[config.mk]
export PLATFORM = sky130hd
export DESIGN_NAME = midi_tx_framer
export DESIGN_NICKNAME = d
export VERILOG_FILES = /design/src/rtl/midi_tx_framer.sv
export SDC_FILE = /design/constraint.sdc
export NUM_CORES = 1
export LEC_CHECK = 0
export CAP_MARGIN = 20
export CORE_MARGIN = 2
export CORE_UTILIZATION = 47
export DETAILED_ROUTE_END_ITERATION = 10
export PLACE_DENSITY = 0.74
export SLEW_MARGIN = 0
export SYNTH_ARGS = -nofsm -noshare
export SYNTH_HDL_FRONTEND = slang
export SYNTH_SLANG_ARGS = --single-unit
[constraint.sdc]
create_clock -name clk -period 4.35 [get_ports clk]
set_input_delay 0.6525 -clock clk [delete_from_list [all_inputs] [get_ports clk]]
set_output_delay 0.6525 -clock clk [all_outputs]
set_load 0.02 [all_outputs]
[src/rtl/midi_tx_framer.sv]
// midi_tx_framer: frames one MIDI message (status + up to two data bytes) onto a serial line, with running status
module midi_tx_framer #(
   parameter int clk_freq = 100000000,
   parameter int baud = 31250,
   parameter bit running_status = 1
) (
   input  logic       clk,
   input  logic       rst,
   input  logic [7:0] status,
   input  logic [7:0] data1,
   input  logic [7:0] data2,
   input  logic       send,
   output logic       busy,
   output logic       done,
   output logic       err,
   output logic       midi_txd
);
   localparam int DIV = clk_freq / baud;
   localparam int CW = $clog2(DIV);
   typedef enum logic [1:0] {IDLE, START, BITS, STOP} state_t;
   state_t state, state_n;
   logic [CW-1:0] cnt, cnt_n;
   logic [2:0] bit_idx, bit_n;
   logic [1:0] byte_idx, byte_n, len, len_n, slen;
   logic [2:0][7:0] msg, msg_n;
   logic [7:0] last_st, last_n;
   logic accept, skip, tick, txd_n, done_n, err_n;
   assign tick = cnt == CW'(DIV - 1);
   assign busy = state != IDLE;
   always_comb begin
      accept = state == IDLE && send && status[7];
      slen = status inside {[8'hC0:8'hDF], 8'hF1, 8'hF3} ? 2'd2 :
             (status[7:4] == 4'hF && status != 8'hF2) ? 2'd1 : 2'd3;
      skip = running_status && status[7:4] != 4'hF && status == last_st;
      state_n = state;
      cnt_n = (state == IDLE || tick) ? '0 : cnt + CW'(1);
      bit_n = bit_idx;
      byte_n = byte_idx;
      len_n = len;
      msg_n = msg;
      last_n = last_st;
      case (state)
         IDLE: if (accept) begin
            state_n = START;
            msg_n = {{1'b0, data2[6:0]}, {1'b0, data1[6:0]}, status};
            byte_n = {1'b0, skip};
            len_n = slen;
            // real-time bytes (0xF8..0xFF) must not disturb the stored channel status
            last_n = status[7:4] != 4'hF ? status : status[3] ? last_st : 8'h00;
         end
         START: if (tick) begin
            state_n = BITS;
            bit_n = '0;
         end
         BITS: if (tick) begin
            bit_n = bit_idx + 3'd1;
            state_n = bit_idx == 3'd7 ? STOP : BITS;
         end
         STOP: if (tick) begin
            state_n = byte_idx + 2'd1 < len ? START : IDLE;
            byte_n = byte_idx + 2'd1 < len ? byte_idx + 2'd1 : byte_idx;
         end
         default: state_n = IDLE;
      endcase
      txd_n = state_n == START ? 1'b0 : state_n == BITS ? msg_n[byte_n][bit_n] : 1'b1;
      done_n = state == STOP && tick && state_n == IDLE;
      err_n = state == IDLE && send && !status[7];
   end
   always_ff @(posedge clk) begin
      if (rst) begin
         state <= IDLE;
         cnt <= '0;
         bit_idx <= '0;
         byte_idx <= '0;
         len <= '0;
         msg <= '0;
         last_st <= 8'h00;
         midi_txd <= 1'b1;
         done <= 1'b0;
         err <= 1'b0;
      end else begin
         state <= state_n;
         cnt <= cnt_n;
         bit_idx <= bit_n;
         byte_idx <= byte_n;
         len <= len_n;
         msg <= msg_n;
         last_st <= last_n;
         midi_txd <= txd_n;
         done <= done_n;
         err <= err_n;
      end
   end
endmodule
# Word level (Yosys, flattened, before mapping)
# Index checks and enable logic that the tools add are counted.
dict set report classes {
  muxes 26
  reduce_logical 17
  eq_ne 14
  magnitude_cmp 5
  add_sub_neg 3
}
# cell count
set ops {}
lappend ops {{$mux W24} 2}
lappend ops {{$mux W8} 3}
lappend ops {{$mux W2} 9}
lappend ops {{$bmux W8 S2} 1}
lappend ops {{$eq A8 B8 Y1 const B} 2}
lappend ops {{$add A12 B1 Y12 const B} 1}
lappend ops {{$eq A12 B12 Y1 const B} 1}
lappend ops {{$eq A8 B8 Y1} 1}
lappend ops {{$ge A8 B8 Y1 const B} 1}
lappend ops {{$le A8 B8 Y1 const B} 1}
lappend ops {{$logic_and A1 B1 Y1} 8}
lappend ops {{$ne A8 B8 Y1 const B} 1}
lappend ops {{$pmux W2 S4} 1}
lappend ops {{$eq A2 B2 Y1 const B} 3}
lappend ops {{$mux W3} 2}
lappend ops {{$pmux W3 S2} 1}
lappend ops {{$mux W1} 5}
lappend ops {{$eq A2 B1 Y1 const B} 2}
lappend ops {{$eq A4 B4 Y1 const B} 1}
lappend ops {{$logic_not A2 Y1} 2}
lappend ops {{$lt A3 B4 Y1 const B} 1}
lappend ops {{$ne A4 B4 Y1 const B} 1}
lappend ops {{$pmux W2 S2} 1}
lappend ops {{$add A3 B1 Y3 const B} 1}
lappend ops {{13 further kinds} 13}
dict set report word_totals {
  reg_bits 56
  in_bits 27
  output_inout_bits 4
  elab_cells 77
}

# Depth between registers and ports, before layout
# Gate-level depths: netlist of the first run.
dict set report depth {
  word_depth 11
  depth_mapped 15
  depth_no_buf 13
}

# Least setup slack after synthesis of the first run
# OpenSTA, ideal clock, no wires.
dict set report synth_timing {
  path_kind {reg-to-reg}
  from {register cnt[7]}
  to {register midi_txd}
  t_required_ns 4.231
  setup_slack_ns 1.066
  synth_period_minus_slack_ns 3.284
  t_arrival_ns 3.165
  path_stages_with_launch 14
  path_cell_list {dfxtp_1 > or4b_4 > nor4_4 > inv_2 > ha_1 > nand2b_1 > a31o_2 > buf_2 > buf_1 > nor2_1 > a211o_1 > a21o_1 > a32oi_1 > o2bb2ai_1}
}
dict set report synth_between {
  elab_chain_cells 9
}
# element line
set synth_lines {}
lappend synth_lines {{start, declared} 22} ;# logic [CW-1:0] cnt, cnt_n;
lappend synth_lines {{start signal, assigned} 83} ;# cnt <= cnt_n;
lappend synth_lines {{$eq A12 B12 Y1 *} 28} ;# assign tick = cnt == CW'(DIV - 1);
lappend synth_lines {{$mux W2} 59} ;# STOP: if (tick) begin
lappend synth_lines {{$pmux W2 S2} 42} ;# case (state)
lappend synth_lines {{$bmux W8 S2} 65} ;# txd_n = state_n == START ? 1'b0 : state_n == BITS ? msg_n[byte_n][bit_n] : 1'b1;
lappend synth_lines {{$mux W8 (not written as such)} 65}
lappend synth_lines {{$bmux W1 S3} 65}
lappend synth_lines {{$mux W1 (not written as such)} 65}
lappend synth_lines {{$mux W1} 65}
lappend synth_lines {{$mux W1 *} 65}
lappend synth_lines {{end signal, assigned} 89} ;# midi_txd <= txd_n;
lappend synth_lines {{end, declared} 16} ;# output logic midi_txd
# Mark *: on every way between the ends. The rest lies on a longest branch, timed or not. The select of a mux whose other input is x is not followed.
# A chain may end at the register's enable or synchronous reset.

# Final worst setup path of the first run
dict set report layout_timing {
  from {register cnt[6]}
  to {register midi_txd}
}
# Same word-level chain as after synthesis.

==> results of run 1 <==
## path summary, 6_finish.rpt
path	cells past startpoint	end	from
worst min register to register	2	msg[11]	msg[11]
worst min-delay path	2	msg[11]	msg[11]
worst max-delay path	13	midi_txd	cnt[6]
worst max register to register	13	midi_txd	cnt[6]
## state kept, by name, indices dropped and copies added (netlist names)
| name | cells |
|---|---|
| msg | 24 |
| last_st | 8 |
| cnt | 12 |
| midi_txd | 1 |
| state | 2 |
| bit_idx | 3 |
| err | 1 |
| byte_idx | 2 |
| done | 1 |
| len | 2 |
## synthesized netlist by cell type, types with 2 or more instances
cell type and instances:
o21ai_0 3, a21oi_1 29, ha_1 10, mux2i_1 22, a31o_2 2, clkbuf_1 14, a21boi_0 3, nor3_1 4
a22oi_1 7, xnor2_1 7, o22ai_1 2, and3_1 3, a211oi_1 2, a31oi_1 4, o41ai_1 3, buf_1 3
inv_1 9, nand2_1 58, dfxtp_1 56, xor2_1 12, nor2_1 37, a21o_1 3, and2_1 2, nand3_1 7
nand4_1 5, mux4_2 3, buf_2 2, nand2b_1 5, nor3b_1 2, o31ai_1 2
## power groups by stage
stage	logic [µW]	registers, µW	clock network [µW]
3_3_place_gp	225	561	0
2_1_floorplan	158	562	0
6_report	229	550	281
4_1_cts	230	550	288
5_1_grt	253	554	302
3_5_place_dp	229	562	0
## per-layer routing
layer  part of all wire, %  wire [µm]
met2                    47       2800
met3                   3.9        234
met5                     0          0
met1                    48       2870
met4                  0.96         57
## layout make-up
cell class,instances,area (µm²),share of cell area [%]
Clock buffer,6,72.6,2.19
Clock inverter,1,8.76,0.264
Inverter,10,37.5,1.13
Multi-Input combinational cell,257,1670,50.2
Sequential cell,56,1120,33.8
Tap cell,75,93.8,2.83
Timing Repair Buffer,33,318,9.58
## worst max-delay path, stage by stage, from the launching register on
cell,delay (ns)
dfxtp_1,0.43
or4b_4,0.52
nor4_4,0.14
buf_4,0.20
inv_2,0.08
ha_1,0.27
nand2b_1,0.11
a31o_2,0.52
mux2i_1,0.15
mux2i_1,0.23
mux2i_1,0.10
mux2_2,0.28
o311ai_2,0.21
o2bb2ai_1,0.16
## through the flow
stage	power, µW	cell area [µm²]	utilization [%]
3_3_place_gp	786	3240	54.3
4_1_cts	1070	3320	55.7
6_report	1060	3320	55.7
2_1_floorplan	720	2910	-
3_5_place_dp	791	3240	54.3
5_1_grt	1110	3320	55.7
## cells by family (layout without fill, tap and decap cells)
logic type	Yosys count	after routing	share of synthesized area, %
simple gates	132	132	21.0
compound gates	70	70	16.0
flops	56	56	38.5
buf+inv	30	50	4.21
mux	26	26	10.3
xor+xnor	19	19	5.72
fa+ha+maj	10	10	4.30
==> summary.txt, run 1 <==
Pwr
  • Clk network pwr share: about a quarter
  • Internal power: between 700 and 800 µW
  • Switching power as a share of total power: between 20% and 30%
  • Net switching power: about 310 µW
  • Max rail drop VDD: 0.174 mV
  • Comb power frac: ~22%
  • Sequential Power Share: 51.9%
  • Cell Pwr Density: 320 mW/mm²
  • LEAKAGE: about 0.0013 µW

CTS
  • Count of cells resized by post-cts repair: 0
  • CTS clk-pin slew, worst paths: around 0.1 ns
  • Post-CTS setup buffers: 0
  • Maximum buffer depth of the clock tree: 2
  • Hold-fix buffer count after cts: 0
  • Clock sink count: between 50 and 60
  • Insertion delay of the later-clocked pin in the worst-skew pair: roughly 0.31 ns
  • Total CTS buffers: 5
  • Buffer type at the clock tree root: clkbuf_8
  • # H-tree levels: 2
  • CTS tree: built

Timing
  • RSZ-0062 raised after global routing: no
  • Final Max Tran Viols: 0
  • Min Hold Slack: 0.457 ns
  • Final hold vios: 0
  • Min cycle time layout: 3.49 ns
  • Worst Clk Skew: around 0.012 ns
  • Worst Slack Setup Final: between 0.8 and 0.9 ns
  • Setup TNS after final layout: 0 ns
  • Tcrit/Tclk final: between 80% and 90%
  • Maximum clock frequency: 0.287 GHz
  • Setup violators final: 0
  • Slew at the pin closest to its max-slew limit: about 0.94 ns
  • Worst slew slack as a fraction of its limit: approximately 38%

Floorplan
  • Height of the die: approximately 83 µm
  • Standard cell core area: between 0.005 and 0.006 mm²
  • Die outline width: 82.7 µm
  • I/O pin count: 31
  • Effective utilization at floorplan: between 40% and 50%
  • Die ar.: roughly 0.007 mm²
  • Num rows: 28

Flow run
  • Max_cap viols: 0

Final layout
  • Count of placed standard cells in the final layout, fillers left out: 438
  • Ratio of cells with drive above 1 in the final layout: under 10%
  • Area overhead of the layout relative to synthesis: 14.0%
  • Total Nets Final: 400
  • Most common cell after layout, fill and taps aside: nand2_1
  • Ant diodes: 0
  • Count of filler cells inserted in the layout: 560
  • Most frequent cells in the layout: nand2_1 (58), dfxtp_1 (56), nor2_1 (37)

Route
  • Detail-routed via count per cell: 5.58
  • 1st-iter DRT viols: roughly 150
  • Post-detailed-route count of antenna-violating nets: 0
  • Total via count after detailed routing: 2444
  • Sum of routed wire length over all layers: 5970 µm
  • Drt first pass iters: 4
  • DRC Markers: 0
  • Wirelength per Cell: approximately 14 µm

Yosys
  • Cell type contributing the most total cell area after synthesis: dfxtp_1
  • Post-Synthesis Cells: roughly 340
  • Synth top area share: around 39%
  • Synth Net Count: 380
  • Number of synthesized register bits: between 50 and 60
  • Dominant cells by area after synthesis: dfxtp_1 (39%), mux2i_1 (7.6%), nand2_1 (7.5%)
  • Number of enable flip-flop cells after synthesis: 0
  • Number of distinct library cell variants in the gate-level netlist after synthesis: 52
  • Syn avg cell area: 8.48 µm²
  • Number of warnings issued by yosys: 0
  • Combined area of all synthesized cells: approximately 0.0029 mm²
  • Ys flop type: dfxtp_1
  • Sequential element share of the synthesized area: about two fifths
  • Fraction of registers with async set/reset: 0%

Place
  • Detailed placer's ending HPWL: about 4200 µm
  • Cell total after placement: 431
  • Total of buffers placed on input and output ports: 28
  • Setup Slack @ Placement: 0.938 ns
  • Final RePlAce weighted congestion: 0.828

Global route
  • Most crowded layer after global routing: met2
  • Gr ovfl total: 0
  • Met1 GRT Util: roughly a quarter
  • First-pass GRT wire length: roughly 9900 µm
  • Pin count of the biggest net entering global routing: between 40 and 50
  • Met3 capacity usage during global routing: 3.26%
  • Number of global-route vias before repair: about 2300
  • Met2 usage: between 30% and 40%
  • Global-route total usage across every layer: 18.3%
  • Antenna violations before repair: 0

Critical path
  • Element type at the critical path end: register
  • Data arrival time of the critical path: roughly 3.7 ns
  • Flop-to-flop setup slack: about 0.86 ns
  • Startpoint Class: register
  • Required arrival time at the worst endpoint: roughly 4.6 ns
  • Critical-path maximum fanout: 18
  • Crit path kind: reg2reg

Run status
  • Status: complete, no violations

Hold path
  • Worst hold path class: reg2reg
No activity file was read; power rests on OpenSTA's default activity.
==> run 2: changes to the inputs <==
- PLACE_DENSITY: 0.74 -> 0.77
- clock period: 4.35 -> 3.2 ns (I/O delays scaled with it)
==> run 2 against run 1 <==
Net effect:
- clock skew decreased by 0.0077 ns
- power increased by 42%
- final cell count increased by 3.2%
- die area unchanged
- final area increased by 4.5%
- clock-buffer cell count unchanged
==> summary.txt, run 2 (synthesis results as in run 1) <==
Critical path
  • Data arrival time of the critical path: 3.35 ns (was 3.71 ns)
  • Start point of the critical path: cnt[8] (was cnt[6])
  • Startpoint Class: register (unchanged)
  • Element type at the critical path end: register (unchanged)
  • Required arrival time at the worst endpoint: 3.44 ns (was 4.57 ns)
  • RR Startpoint: cnt[8] (was cnt[6])
  • Critical-path maximum fanout: 6 (was 18)
  • Crit path kind: reg2reg (unchanged)

CTS
  • CTS tree: built (unchanged)
  • Hold-fix buffer count after cts: 0 (unchanged)
  • Buffer type at the clock tree root: clkbuf_8 (unchanged)
  • CTS clk-pin slew, worst paths: 0.10 ns (about the same)
  • Post-CTS setup buffers: 0 (unchanged)
  • Insertion delay of the later-clocked pin in the worst-skew pair: 0.32 ns (was 0.31 ns)
  • Total CTS buffers: 5 (unchanged)
  • # H-tree levels: 2 (unchanged)
  • Maximum buffer depth of the clock tree: 2 (unchanged)
  • Clock sink count: 56 (unchanged)

Pwr
  • Sequential Power Share: 49.7% (was 51.9%)
  • Switching power as a share of total power: 29.5% (was 29.2%)
  • Internal power: 1060 µW (was 751 µW)
  • Comb power frac: 22.9% (was 21.6%)
  • Cell Pwr Density: 435 mW/mm² (was 320 mW/mm²)
  • LEAKAGE: 0.00140 µW (was 0.00131 µW)
  • Net switching power: 444 µW (was 310 µW)
  • Clk network pwr share: 27.5% (was 26.5%)
  • Max rail drop VDD: 0.303 mV (was 0.174 mV)

Global route
  • Global-route total usage across every layer: 19.3% (was 18.3%)
  • Gr ovfl total: 0 (unchanged)
  • First-pass GRT wire length: 10300 µm (was 9870 µm)
  • Pin count of the biggest net entering global routing: 44 (was 45)
  • Antenna violations before repair: 0 (unchanged)
  • Number of global-route vias before repair: 2369 (was 2271)

Timing
  • RSZ-0062 raised after global routing: yes (was no)
  • Setup violators final: 0 (unchanged)
  • Final hold vios: 0 (unchanged)
  • Worst Clk Skew: 0.00465 ns (was 0.0123 ns)
  • Tcrit/Tclk final: 97.2% (was 80.2%)
  • Setup TNS after final layout: 0 ns (unchanged)
  • Maximum clock frequency: 0.322 GHz (was 0.287 GHz)
  • Worst slew slack as a fraction of its limit: 49.2% (was 37.6%)
  • Final Max Tran Viols: 0 (unchanged)
  • Slew at the pin closest to its max-slew limit: 0.755 ns (was 0.936 ns)
  • Min cycle time layout: 3.11 ns (was 3.49 ns)
  • Worst Slack Setup Final: 0.0900 ns (was 0.862 ns)

Flow run
  • Max_cap viols: 0 (unchanged)

Place
  • Setup Slack @ Placement: 0.0353 ns (was 0.938 ns)
  • Post-Place Cell Area: 0.00333 mm² (was 0.00324 mm²)
  • Final RePlAce weighted congestion: 0.810 (was 0.828)
  • Detailed placer's ending HPWL: 4420 µm (was 4160 µm)
  • Total of buffers placed on input and output ports: 28 (unchanged)

Final layout
  • Largest register FFs: 24 (unchanged)
  • Most common cell after layout, fill and taps aside: nand2_1 (unchanged)
  • Register with the most flip-flops: msg (unchanged)
  • Ant diodes: 0 (unchanged)
  • Top flop regs: msg x24, cnt x12, last_st x8 (unchanged)
  • Most frequent cells in the layout: nand2_1 (58), dfxtp_1 (55), nor2_1 (37) (was nand2_1 (58), dfxtp_1 (56), nor2_1 (37))
  • Final Cell Area: 0.00347 mm² (was 0.00332 mm²)
  • Ratio of cells with drive above 1 in the final layout: 11.4% (was 6.89%)
  • Total Nets Final: 414 (was 400)
  • Area overhead of the layout relative to synthesis: 19.2% (was 14.0%)

Run status
  • Status: complete, no violations (unchanged)

Floorplan
  • Num rows: 28 (unchanged)
  • Effective utilization at floorplan: 48.9% (unchanged)
  • I/O pin count: 31 (unchanged)
  • Die outline width: 82.7 µm (unchanged)
  • Die ar.: 0.00684 mm² (unchanged)
  • Height of the die: 82.7 µm (unchanged)
  • Standard cell core area: 0.00596 mm² (unchanged)

Hold path
  • Worst hold path class: reg2reg (unchanged)
  • Hold_sp: msg[16] (was msg[11])

Route
  • Detail-routed via count per cell: 5.64 (was 5.58)
  • Sum of routed wire length over all layers: 6360 µm (was 5970 µm)
  • DRC Markers: 0 (unchanged)
  • Total via count after detailed routing: 2549 (was 2444)
  • 1st-iter DRT viols: 139 (was 148)
  • Post-detailed-route count of antenna-violating nets: 0 (unchanged)
  • Drt first pass iters: 4 (unchanged)
  • Wirelength per Cell: 14.1 µm (was 13.6 µm)
==> run 2: worst max-delay path, cell delays in order (launching register included) <==
cell	delay, ns
dfxtp_2	0.35
or4b_4	0.56
nor4_4	0.28
inv_2	0.10
ha_4	0.22
nand2b_4	0.15
a31o_4	0.28
mux2i_1	0.13
o22ai_1	0.20
mux2i_1	0.11
mux2_4	0.28
o311ai_2	0.21
o2bb2ai_1	0.16
==> run 2: worst paths after layout <==
path	to	slack, ns	depth (start not counted)
setup / recovery	midi_txd	0.09	12
hold / removal	msg[16]	0.46	2
setup reg to reg	midi_txd	0.09	12
hold reg to reg	msg[16]	0.46	2
==> run 2: layer usage <==
layer / track usage (%) / vias up / wire length, µm
met5: 0 / - / 0
met1: 24.8 / 1219 / 3010
met4: 7.54 / 0 / 108
li1: - / 1268 / -
met3: 3.59 / 11 / 220
met2: 32.1 / 51 / 3020
==> run 2: area by class of cell <==
cell class              instances  area [µm²]
flip-flops and latches         56        1120
inverters                      10        37.5
clock inverters                 1        8.76
repair buffers                 46         415
multi-input cells             258        1710
well taps                      75        93.8
fillers                       553        2490
clock buffers                   6        82.6
==> run 2: power by group through the flow <==
stage / clock (µW) / sequential, µW / combinational (µW)
after CTS: 418 / 748 / 333
after global routing: 440 / 753 / 379
after floorplan: 0 / 764 / 216
final: 414 / 749 / 345
after detailed placement: 0 / 764 / 327
after global placement: 0 / 763 / 321
==> run 2: metrics by stage <==
stage	total power (µW)	utilization, %	hold slack (ns)	instances
2_1_floorplan	979	-	0.427	343
3_3_place_gp	1080	56.0	0.439	444
3_5_place_dp	1090	56.0	0.448	444
4_1_cts	1500	57.7	0.463	451
5_1_grt	1570	58.2	0.477	452
6_report	1510	58.2	0.458	452
==> run 2: repair_timing <==
action                     4_1_cts  5_1_grt
pin swaps                        0        6
resized for setup                1        5
setup endpoints to repair        1        1
gates cloned                     0        1
